$ cat config.mk
export PLATFORM = sky130hd
export DESIGN_NAME = dac_bank_scheduler
export DESIGN_NICKNAME = d
export VERILOG_FILES = /design/src/rtl/dac_pkg.sv /design/src/rtl/dac_frame_serializer.sv /design/src/rtl/dac_bank_scheduler.sv
export SDC_FILE = /design/constraint.sdc
export NUM_CORES = 1
export LEC_CHECK = 0
export CORE_UTILIZATION = 40
export CTS_CLUSTER_DIAMETER = 200
export CTS_CLUSTER_SIZE = 30
export DETAILED_ROUTE_END_ITERATION = 16
export SYNTH_ARGS = -nofsm -noshare
export SYNTH_HDL_FRONTEND = slang
export SYNTH_HIERARCHICAL = 1
export SYNTH_SLANG_ARGS = --single-unit
export TNS_END_PERCENT = 1
$ cat constraint.sdc
create_clock -name xclk -period 13.3 [get_ports xclk]
set_input_delay 2.66 -clock xclk [delete_from_list [all_inputs] [get_ports xclk]]
set_output_delay 2.66 -clock xclk [all_outputs]
set_load 0.01 [all_outputs]
$ cat src/rtl/dac_pkg.sv
// Shared encodings for the DAC bank scheduler: channel formats, AD5449 commands, FSM states.
// Latency: n/a (declarations and a pure formatting function only).
// Backpressure: n/a.
package dac_pkg;

    // Per-channel frame format selectors (2 bits per channel in FMT_SEL)
    localparam logic [1:0] FMT_DAC7311  = 2'd0;
    localparam logic [1:0] FMT_AD5449_A = 2'd1;
    localparam logic [1:0] FMT_AD5449_B = 2'd2;

    // AD5449 command nibbles: load-and-update DAC A / DAC B
    localparam logic [3:0] AD5449_CMD_A = 4'b0001;
    localparam logic [3:0] AD5449_CMD_B = 4'b0100;

    // Bus address nibble that selects a DAC write
    localparam logic [3:0] ADDR_NIB_DEFAULT = 4'h4;

    typedef enum logic [1:0] {
        ST_IDLE = 2'd0,
        ST_SEND = 2'd1,
        ST_GAP  = 2'd2
    } state_e;

    function automatic logic is_ad5449(input logic [1:0] fmt);
        return (fmt == FMT_AD5449_A) || (fmt == FMT_AD5449_B);
    endfunction

    // Builds the 16-bit serial word from a left-justified 12-bit code
    function automatic logic [15:0] format_word(input logic [1:0] fmt, input logic [11:0] code);
        logic [15:0] word;
        case (fmt)
            FMT_AD5449_A: word = {AD5449_CMD_A, code};
            FMT_AD5449_B: word = {AD5449_CMD_B, code};
            default:      word = {2'b00, code, 2'b00};
        endcase
        return word;
    endfunction

endpackage

$ cat src/rtl/dac_frame_serializer.sv
// Shifts one FRAME_W frame out MSB first: sync, lead half-period, FRAME_W clock falls, tail half-period.
// Latency: sync active the cycle after start; done pulses 2*FRAME_W+1 half-periods later.
// Backpressure: start is ignored while a frame is in flight; the caller waits for done.
module dac_frame_serializer #(
    parameter int FRAME_W = 16,
    parameter int CLK_DIV = 2
) (
    input  logic               xclk,
    input  logic               reset,
    input  logic               start,
    input  logic [FRAME_W-1:0] frame,
    output logic               sclk,
    output logic               sdata,
    output logic               sync_active,
    output logic               done
);
    localparam int DIV_W = (CLK_DIV > 1) ? $clog2(CLK_DIV) : 1;
    localparam int HP_W  = $clog2(2 * FRAME_W + 1);
    localparam logic [DIV_W-1:0] DIV_LAST = DIV_W'(CLK_DIV - 1);
    localparam logic [HP_W-1:0]  HP_LAST  = HP_W'(2 * FRAME_W);

    logic               active;
    logic               sclk_r;
    logic [FRAME_W-1:0] shreg;
    logic [HP_W-1:0]    hp;     // half-period index: odd = clk low carrying bit hp/2
    logic [DIV_W-1:0]   div;

    // Half-period sequencer; data shifts only on the rising clk transition so it is stable at the fall
    always_ff @(posedge xclk) begin
        if (reset) begin
            active <= 1'b0;
            sclk_r <= 1'b1;
            shreg  <= '0;
            hp     <= '0;
            div    <= '0;
            done   <= 1'b0;
        end else begin
            done <= 1'b0;
            if (!active) begin
                if (start) begin
                    active <= 1'b1;
                    shreg  <= frame;
                    hp     <= '0;
                    div    <= '0;
                    sclk_r <= 1'b1;
                end
            end else if (div == DIV_LAST) begin
                div <= '0;
                if (hp == HP_LAST) begin
                    active <= 1'b0;
                    done   <= 1'b1;
                end else begin
                    hp     <= hp + 1'b1;
                    sclk_r <= ~sclk_r;
                    if (hp[0]) shreg <= shreg << 1;
                end
            end else begin
                div <= div + 1'b1;
            end
        end
    end

    assign sclk        = sclk_r;
    assign sdata       = active & shreg[FRAME_W-1];
    assign sync_active = active;

endmodule

$ cat src/rtl/dac_bank_scheduler.sv
// Per-channel shadow/pending buffer with round-robin scheduling onto a shared serial DAC bus; DAC_READBACK_EN adds a shadow readback port.
// Latency: bus write to sync active is 2 cycles when idle; readback data 1 cycle after the read strobe.
// Backpressure: none toward the bus; writes land every cycle and the last write per channel wins.
module dac_bank_scheduler
    import dac_pkg::*;
#(
    parameter int              NUM_CH     = 16,
    parameter int              DATA_W     = 12,
    parameter int              FRAME_W    = 16,
    parameter int              CLK_DIV    = 2,
    parameter logic [3:0]      ADDR_NIB   = ADDR_NIB_DEFAULT,
    parameter logic [2*NUM_CH-1:0] FMT_SEL = '0,
    parameter bit              INIT_ALL   = 1'b1,
    parameter bit              INVERT_OUT = 1'b1,
    parameter int              CLR_HOLD   = 8
) (
    input  logic              xclk,
    input  logic              reset,
    input  logic              write_qualified,
    input  logic [7:0]        ab,
    input  logic [DATA_W-1:0] db_in,
`ifdef DAC_READBACK_EN
    input  logic              read_qualified,
    output logic [DATA_W-1:0] db_out,
    output logic              data_avail,
`endif
    output logic              busy,
    output logic              dac_clk,
    output logic              dac_data,
    output logic [NUM_CH-1:0] dac_sync,
    output logic              dac_clr
);
    localparam int CH_W  = (NUM_CH > 1) ? $clog2(NUM_CH) : 1;
    localparam int GAP_W = $clog2(2 * CLK_DIV);
    localparam int CLR_W = (CLR_HOLD > 0) ? $clog2(CLR_HOLD + 1) : 1;
    localparam logic [GAP_W-1:0]  GAP_LAST = GAP_W'(2 * CLK_DIV - 1);
    localparam logic [DATA_W-1:0] MIDSCALE = DATA_W'(1) << (DATA_W - 1);

    // All AD5449 channels share the sync pin of the lowest-numbered one
    function automatic int first_ad(input logic [2*NUM_CH-1:0] sel);
        int idx;
        idx = 0;
        for (int i = NUM_CH - 1; i >= 0; i--)
            if (is_ad5449(sel[2*i +: 2])) idx = i;
        return idx;
    endfunction
    localparam int AD_SYNC = first_ad(FMT_SEL);

    state_e             state, state_nxt;
    logic [DATA_W-1:0]  shadow [NUM_CH];
    logic [NUM_CH-1:0]  pending;
    logic [CH_W-1:0]    rr_ptr, cur_ch, sync_idx, sel;
    logic [GAP_W-1:0]   gap_cnt;
    logic [CLR_W-1:0]   clr_cnt;
    logic               start;
    logic [1:0]         sel_fmt;
    logic [15:0]        code_lj;
    logic [15:0]        word;
    logic [CH_W-1:0]    wr_ch;
    logic               wr_acc;
    logic               ser_clk, ser_data, ser_sync, ser_done;
    logic [NUM_CH-1:0]  sync_log;

    assign wr_ch  = ab[CH_W-1:0];
    assign wr_acc = write_qualified && (ab[7:4] == ADDR_NIB) && (int'(ab[3:0]) < NUM_CH);

    // Round-robin pick: first pending channel at or after rr_ptr, wrapping at NUM_CH
    always_comb begin
        automatic int j;
        sel = '0;
        for (int i = NUM_CH - 1; i >= 0; i--) begin
            j = int'(rr_ptr) + i;
            if (j >= NUM_CH) j = j - NUM_CH;
            if (pending[j]) sel = CH_W'(j);
        end
    end

    // Frame for the picked channel; narrow codes are left-justified to 12 bits
    always_comb begin
        sel_fmt = FMT_SEL[2*int'(sel) +: 2];
        code_lj = 16'(shadow[sel]) << (16 - DATA_W);
        word    = format_word(sel_fmt, code_lj[15:4]);
    end

    // FSM state register
    always_ff @(posedge xclk) begin
        if (reset) state <= ST_IDLE;
        else       state <= state_nxt;
    end

    // FSM next-state
    always_comb begin
        state_nxt = state;
        case (state)
            ST_IDLE: if (|pending) state_nxt = ST_SEND;
            ST_SEND: if (ser_done) state_nxt = ST_GAP;
            ST_GAP:  if (gap_cnt == GAP_LAST) state_nxt = ST_IDLE;
            default: state_nxt = ST_IDLE;
        endcase
    end

    // FSM outputs
    always_comb begin
        start = (state == ST_IDLE) && (|pending);
        busy  = (state != ST_IDLE) || (|pending);
    end

    // Channel buffers, scheduling pointer, gap timer and clear-hold counter
    always_ff @(posedge xclk) begin
        if (reset) begin
            for (int i = 0; i < NUM_CH; i++) shadow[i] <= MIDSCALE;
            pending  <= {NUM_CH{INIT_ALL}};
            rr_ptr   <= '0;
            cur_ch   <= '0;
            sync_idx <= '0;
            gap_cnt  <= '0;
            clr_cnt  <= CLR_W'(CLR_HOLD);
        end else begin
            if (clr_cnt != '0) clr_cnt <= clr_cnt - 1'b1;
            gap_cnt <= (state == ST_GAP) ? gap_cnt + 1'b1 : '0;
            if (start) begin
                cur_ch   <= sel;
                sync_idx <= is_ad5449(sel_fmt) ? CH_W'(AD_SYNC) : sel;
                pending[sel] <= 1'b0;
            end
            // A write in the same cycle as the clear keeps the channel pending
            if (wr_acc) begin
                shadow[wr_ch]  <= db_in;
                pending[wr_ch] <= 1'b1;
            end
            if (state == ST_GAP && gap_cnt == GAP_LAST)
                rr_ptr <= (int'(cur_ch) == NUM_CH - 1) ? '0 : cur_ch + 1'b1;
        end
    end

`ifdef DAC_READBACK_EN
    // Registered shadow readback; out-of-range channels read as zero
    always_ff @(posedge xclk) begin
        if (reset) begin
            db_out     <= '0;
            data_avail <= 1'b0;
        end else begin
            data_avail <= read_qualified && (ab[7:4] == ADDR_NIB);
            if (read_qualified && (ab[7:4] == ADDR_NIB))
                db_out <= (int'(ab[3:0]) < NUM_CH) ? shadow[wr_ch] : '0;
        end
    end
`endif

    dac_frame_serializer #(
        .FRAME_W (FRAME_W),
        .CLK_DIV (CLK_DIV)
    ) u_ser (
        .xclk        (xclk),
        .reset       (reset),
        .start       (start),
        .frame       (FRAME_W'(word)),
        .sclk        (ser_clk),
        .sdata       (ser_data),
        .sync_active (ser_sync),
        .done        (ser_done)
    );

    // Reset gates the pins combinationally so a frame aborts in the reset cycle itself
    always_comb begin
        sync_log = '0;
        if (ser_sync && !reset) sync_log = NUM_CH'(1) << sync_idx;
    end

    assign dac_sync = sync_log ^ {NUM_CH{INVERT_OUT}};
    assign dac_clk  = (ser_clk | reset) ^ INVERT_OUT;
    assign dac_data = (ser_data & ~reset) ^ INVERT_OUT;
    assign dac_clr  = (reset | (clr_cnt != '0)) ^ INVERT_OUT;

endmodule

==> qor.txt, run 1 <==
First-pass GRT wire length -> 58490 µm
Overflow after GRT -> 0
RePlAce Congestion -> 0.9437
Inserted Diodes -> 0
Input/output buffers -> 42
Die Y -> 190.7 µm
Clock Sinks -> 250
Worst Path Required -> 10.64 ns
Worst hold path startpoint -> gap_cnt[0]
Total power -> 1.517 mW
P_leak -> 5.153 nW
Inst Count DP -> 1767
Netlist cell types -> 82
Setup_tns -> 0 ns
Worst Clk Skew -> 0.02469 ns
Final Net Count -> 1367
DRC errors left -> 0
CTS tree -> yes
Clock power share -> 29.1%
HP Class -> register to register
H-tree depth -> 1
GRT Total Usage -> 20.85%
Max VDD drop -> 0.07787 mV
Initial drt markers -> 946
Drt total wl -> 37700 µm
Cell taking the most area after synthesis -> edfxtp_1
Most frequent cells in the layout -> edfxtp_1 (192), and2_1 (186), nand2_1 (146), mux2i_1 (99), a21oi_1 (65)
Int Power -> 1.136 mW
NetSw -> 0.3808 mW
Hold Slack -> 0.4457 ns
Final cell count without fillers -> 1787
Critical path startpoint -> reset
Max Cap Viol -> 0
Synthesized area -> 0.01425 mm²
Total die area -> 0.03638 mm²
CTS resizes -> 0
WL/cell -> 21.09 µm
CTS Root Cell -> clkbuf_16
Row count -> 68
Crit path capture type -> output port
Min Tclk post-route -> 6.961 ns
Vias in the first global route -> 9854
Post-synthesis sequential area ratio -> 48.61%
TritonRoute pass-1 iters -> 5
EDFF count, synth -> 192
Ys Warns -> 6
Vias -> 10120
Hold Fails Final Rpt -> 0
Vias per inst -> 5.661
Power share of the combinational group -> 11.6%
Share of layout cells above drive strength 1 -> 9.459%
Status -> complete, no violations
Slew Limit Fails -> 0
Worst EP arrival -> 4.30 ns
Fill cells -> 3255
Unrepaired setup endpoints after global routing -> no
Worst-path maximum fanout -> 47
HPWL Detailed -> 24340 µm
Core region area -> 0.03480 mm²
Mapped Cells -> 1341
Share of the synthesized area in the top cell type -> 40.46%
Pin count of the biggest net entering global routing -> 89
Syn avg cell area -> 10.63 µm²
Final setup viols -> 0
Initial antenna violation count -> 2
Async SR Flop Fraction -> 0%
Switching fraction of total power -> 25.11%
Clk buf depth -> 3
Worst Max-Slew Pin Slew -> 1.138 ns
Max Clock Freq -> 143.6 MHz
Worst Setup Start Kind -> input port
Initial core utilization -> 40.95%
Synthesized flop and latch total -> 250
Slew margin rel. -> 23.85%
Sequential Power Share -> 59.3%
Clk Latency, worst-skew pair -> 0.49 ns
R2R Path Start -> rr_ptr[1]
Crit Path Class -> input port to output port
Post-route ant nets -> 0
Setup Buffers After CTS -> 0
Power Dens Cells -> 99.05 mW/mm²
Reg clk slew, reported paths -> 0.12 ns
CTS buffer count -> 12
Final core occ -> 44.01%
Die W -> 190.7 µm
Hold Buf Count CTS -> 0
Commonest non-fill, non-tap cell in the layout -> edfxtp_1
Final worst path period share -> 52.34%
Ranking of synthesized cells by area -> edfxtp_1 (40%), and2_1 (8.2%), dfxtp_1 (8.1%), mux2i_1 (7.0%), nand2_1 (3.8%)
Syn-to-layout area delta -> 7.490%
Top-level port count -> 43
Main synth FF type -> edfxtp_1
per-layer routing:
metal	part of all wire (%)	GRT usage, %	wire (µm)	vias to the layer above
met5	0	0	0	-
met4	1.4	3.508	534	0
met3	4.6	1.601	1732	30
met2	48	35.58	17940	289
met1	46	29.20	17490	4971
li1	-	-	-	4826
stage by stage:
stage                     cell area, µm²  setup WS (ns)
after global placement             14950          6.380
after global routing               15320          6.037
after floorplan                    14260          6.869
after detailed placement           14950          6.333
final                              15320          6.339
after CTS                          15320          6.337
worst paths after layout:
check | depth (start not counted) | to | slack [ns]
max reg2reg | 19 | u_ser/shreg[7] | 6.35
max | 6 | dac_sync[13] | 6.34
min reg2reg | 1 | gap_cnt[0] | 0.45
min | 1 | gap_cnt[0] | 0.45
Yosys cell counts (3+ instances only):
| cell | number |
|---|---|
| a211o_1 | 16 |
| a211oi_1 | 11 |
| a21boi_0 | 11 |
| a21o_1 | 4 |
| a21oi_1 | 65 |
| a22oi_1 | 26 |
| a31oi_1 | 5 |
| and2_1 | 186 |
| and3_1 | 5 |
| buf_1 | 7 |
| buf_2 | 19 |
| buf_4 | 6 |
| buf_6 | 5 |
| clkbuf_1 | 54 |
| dfxtp_1 | 58 |
| edfxtp_1 | 192 |
| ha_1 | 18 |
| inv_1 | 16 |
| mux2_2 | 33 |
| mux2i_1 | 99 |
| mux4_2 | 22 |
| nand2_1 | 146 |
| nand2b_1 | 32 |
| nand3_1 | 51 |
| nand3b_1 | 5 |
| nand4_1 | 5 |
| nor2_1 | 54 |
| nor2b_1 | 10 |
| nor3_1 | 20 |
| nor3b_1 | 3 |
| nor4_1 | 6 |
| o2111ai_1 | 5 |
| o211ai_1 | 11 |
| o21ai_0 | 29 |
| o221ai_1 | 5 |
| o311ai_0 | 3 |
| or2_2 | 18 |
| or3_1 | 16 |
| xnor2_1 | 10 |
| xor2_1 | 3 |
final cells by class:
| type | count | area [µm²] | area share, % |
|---|---|---|---|
| Clock buffer | 19 | 347.8 | 2.271 |
| Tap cell | 455 | 569.3 | 3.717 |
| Clock inverter | 1 | 20.02 | 0.1307 |
| Multi-Input combinational cell | 983 | 6823 | 44.55 |
| Timing Repair Buffer | 62 | 565.5 | 3.693 |
| Sequential cell | 250 | 6927 | 45.23 |
| Inverter | 17 | 63.81 | 0.4166 |
flip-flops by register name, indices dropped and copies added (netlist names):
register / cells
clr_cnt: 4
cur_ch: 4
gap_cnt: 2
pending: 16
rr_ptr: 4
shadow: 192
state: 2
u_ser/div: 1
u_ser/done: 1
u_ser/hp: 6
u_ser/sclk: 1
u_ser/shreg: 16
u_ser/sync_active: 1
power by group through the flow:
stage,sequential (mW),combinational (mW),clock (mW)
2_1_floorplan,0.909,0.127,0
3_3_place_gp,0.916,0.174,0
3_5_place_dp,0.917,0.176,0
4_1_cts,0.899,0.177,0.448
5_1_grt,0.904,0.195,0.474
6_report,0.899,0.175,0.442
worst max-delay path, cell delays in order:
cell,delay (ns)
buf_2,0.07
buf_4,0.44
nor2b_1,0.21
and2_1,0.25
nand3_1,0.10
clkdlybuf4s50_1,0.53
kinds of logic after synthesis:
kind of cell | after synthesis | synth area share (%)
AND/OR/NAND/NOR | 571 | 21.32
other | 1 | 0.02632
adder cells (fa/ha/maj) | 18 | 1.581
buffers and inverters | 111 | 3.785
flip-flops | 250 | 48.61
multiplexers | 154 | 13.04
AO/OA/AOI/OAI | 223 | 10.84
XOR/XNOR | 13 | 0.7991
No activity file was read; power rests on OpenSTA's default activity.
==> inputs of run 2 (changes only) <==
==> constraint.sdc (replaced) <==
create_clock -name xclk -period 5.6 [get_ports xclk]
set_input_delay 1.12 -clock xclk [delete_from_list [all_inputs] [get_ports xclk]]
set_output_delay 1.12 -clock xclk [all_outputs]
set_load 0.01 [all_outputs]
==> run 2 against run 1 <==
Effect of this change: clock-buffer cell count did not move; setup slack got worse by 5.9 ns; combinational power up 150%; critical path depth rose by 13; hold slack got worse by 0.0051 ns; die area unchanged.
==> qor.txt, run 2 (same netlist as run 1, synthesis figures left out) <==
Status -> complete, no violations
Final setup margin -> 0.4241 ns
Worst Clk Skew -> 0.04131 ns
CTS buffer count -> 12
Worst Path Required -> 6.04 ns
Top reg by flops -> shadow
HP Class -> register to register
Final cell count without fillers -> 1807
RePlAce Congestion -> 0.9126
Share of layout cells above drive strength 1 -> 10.66%
Clock Sinks -> 250
CTS Root Cell -> clkbuf_16
First-pass GRT wire length -> 59840 µm
Final setup viols -> 0
TritonRoute pass-1 iters -> 5
Overflow after GRT -> 0
Max VDD drop -> 0.1632 mV
Most frequent cells in the layout -> edfxtp_1 (192), and2_1 (186), nand2_1 (146), mux2i_1 (99), a21oi_1 (65)
Unrepaired setup endpoints after global routing -> no
Worst reg-to-reg path cell count -> 19
Drt total wl -> 38570 µm
Placed cell area -> 0.01511 mm²
CTS resizes -> 0
Setup Buffers After CTS -> 0
Power Dens Cells -> 234.9 mW/mm²
CTS tree -> yes
Vias in the first global route -> 9814
R2R setup slack -> 0.42 ns
Commonest non-fill, non-tap cell in the layout -> edfxtp_1
Vias per inst -> 5.707
Hold Slack -> 0.4406 ns
Clk buf depth -> 3
Initial drt markers -> 973
Initial antenna violation count -> 0
Design area -> 0.01548 mm²
GRT Total Usage -> 21.39%
Reg area -> 0.006927 mm²
DRC errors left -> 0
Max Cap Viol -> 0
Inst Count DP -> 1786
Row count -> 68
Setup_tns -> 0 ns
Fill cells -> 3275
Final worst path period share -> 92.43%
Total die area -> 0.03638 mm²
Max Clock Freq -> 193.2 MHz
Critical path startpoint -> rr_ptr[1]
Final core occ -> 44.49%
Initial core utilization -> 40.95%
Multi-input logic area -> 0.006818 mm²
Slew margin rel. -> 32.74%
Die W -> 190.7 µm
Slew Limit Fails -> 0
Hold Buf Count CTS -> 0
HPWL Detailed -> 25750 µm
Hold Fails Final Rpt -> 0
Syn-to-layout area delta -> 8.649%
Worst Setup Start Kind -> register
Crit path capture type -> register
Clk Latency, worst-skew pair -> 0.50 ns
Crit Path Class -> register to register
Worst EP arrival -> 5.61 ns
Hold-critical path endpoint -> gap_cnt[0]
WL/cell -> 21.34 µm
Die Y -> 190.7 µm
Worst Max-Slew Pin Slew -> 1.005 ns
P_leak -> 5.252 nW
Reg clk slew, reported paths -> 0.12 ns
Post-route ant nets -> 0
Core region area -> 0.03480 mm²
WHS Path Cells -> 1
R2R Path Start -> rr_ptr[1]
Top Registers -> shadow (192), pending (16), u_ser/shreg (16)
Worst-path maximum fanout -> 29
H-tree depth -> 1
Worst hold path startpoint -> gap_cnt[0]
Worst flop-to-flop path endpoint -> u_ser/shreg[12]
Worst Setup Slack post-DPL -> 0.4683 ns
Input/output buffers -> 42
Top-level port count -> 43
Vias -> 10310
Min Tclk post-route -> 5.176 ns
Total power -> 3.636 mW
Pin count of the biggest net entering global routing -> 59
Final Net Count -> 1386
Largest register FFs -> 192
run 2: cell types whose count changed in the layout (fill, tap and decap cells not counted):
| cell | previous run | this run |
|---|---|---|
| buf_4 | 20 | 37 |
| nor3_2 | 1 | 0 |
| buf_12 | 0 | 2 |
| nor3_1 | 19 | 20 |
| diode_2 | 0 | 1 |
run 2: cell type report:
class	count	area share (%)
flip-flops and latches	250	44.74
clock buffers	19	2.247
repair buffers	81	4.736
clock inverters	1	0.1293
inverters	17	0.4122
well taps	455	3.677
diodes	1	0.01616
multi-input cells	983	44.04
run 2: worst max-delay path by stage:
stage                                  to  slack (ns)  depth (start not counted)
after detailed placement   u_ser/shreg[7]        0.47                         18
after floorplan           u_ser/shreg[12]        0.83                         21
after global placement    u_ser/shreg[12]        0.55                         19
after global routing       u_ser/shreg[4]        0.02                         19
after CTS                  u_ser/shreg[7]        0.44                         18
final                     u_ser/shreg[12]        0.42                         19
run 2: per-layer routing:
metal | part of all wire, % | vias to the layer above | GRT usage, %
met1 | 47 | 5074 | 31.59
met2 | 45 | 326 | 33.59
li1 | - | 4871 | -
met3 | 5.8 | 42 | 1.951
met4 | 2.2 | 0 | 5.200
met5 | 0 | - | 0
run 2: critical path, cell delays in order (launching register included):
cell,delay (ns)
dfxtp_1,0.41
inv_1,0.09
ha_1,0.32
buf_4,0.27
buf_4,0.25
mux2i_1,0.09
mux4_2,0.54
mux2i_1,0.45
a211oi_1,0.15
a211oi_1,0.33
o22ai_1,0.21
nor2_4,0.65
buf_4,0.32
a21oi_1,0.09
a21boi_0,0.14
a211o_1,0.34
nand3_1,0.10
mux2_2,0.15
nand2_1,0.05
mux2i_1,0.14
run 2: power by group:
part | internal, mW | switching, mW | leakage [nW]
sequential | 2.09 | 0.0504 | 2.30
clock | 0.447 | 0.616 | 0.177
combinational | 0.169 | 0.265 | 2.77
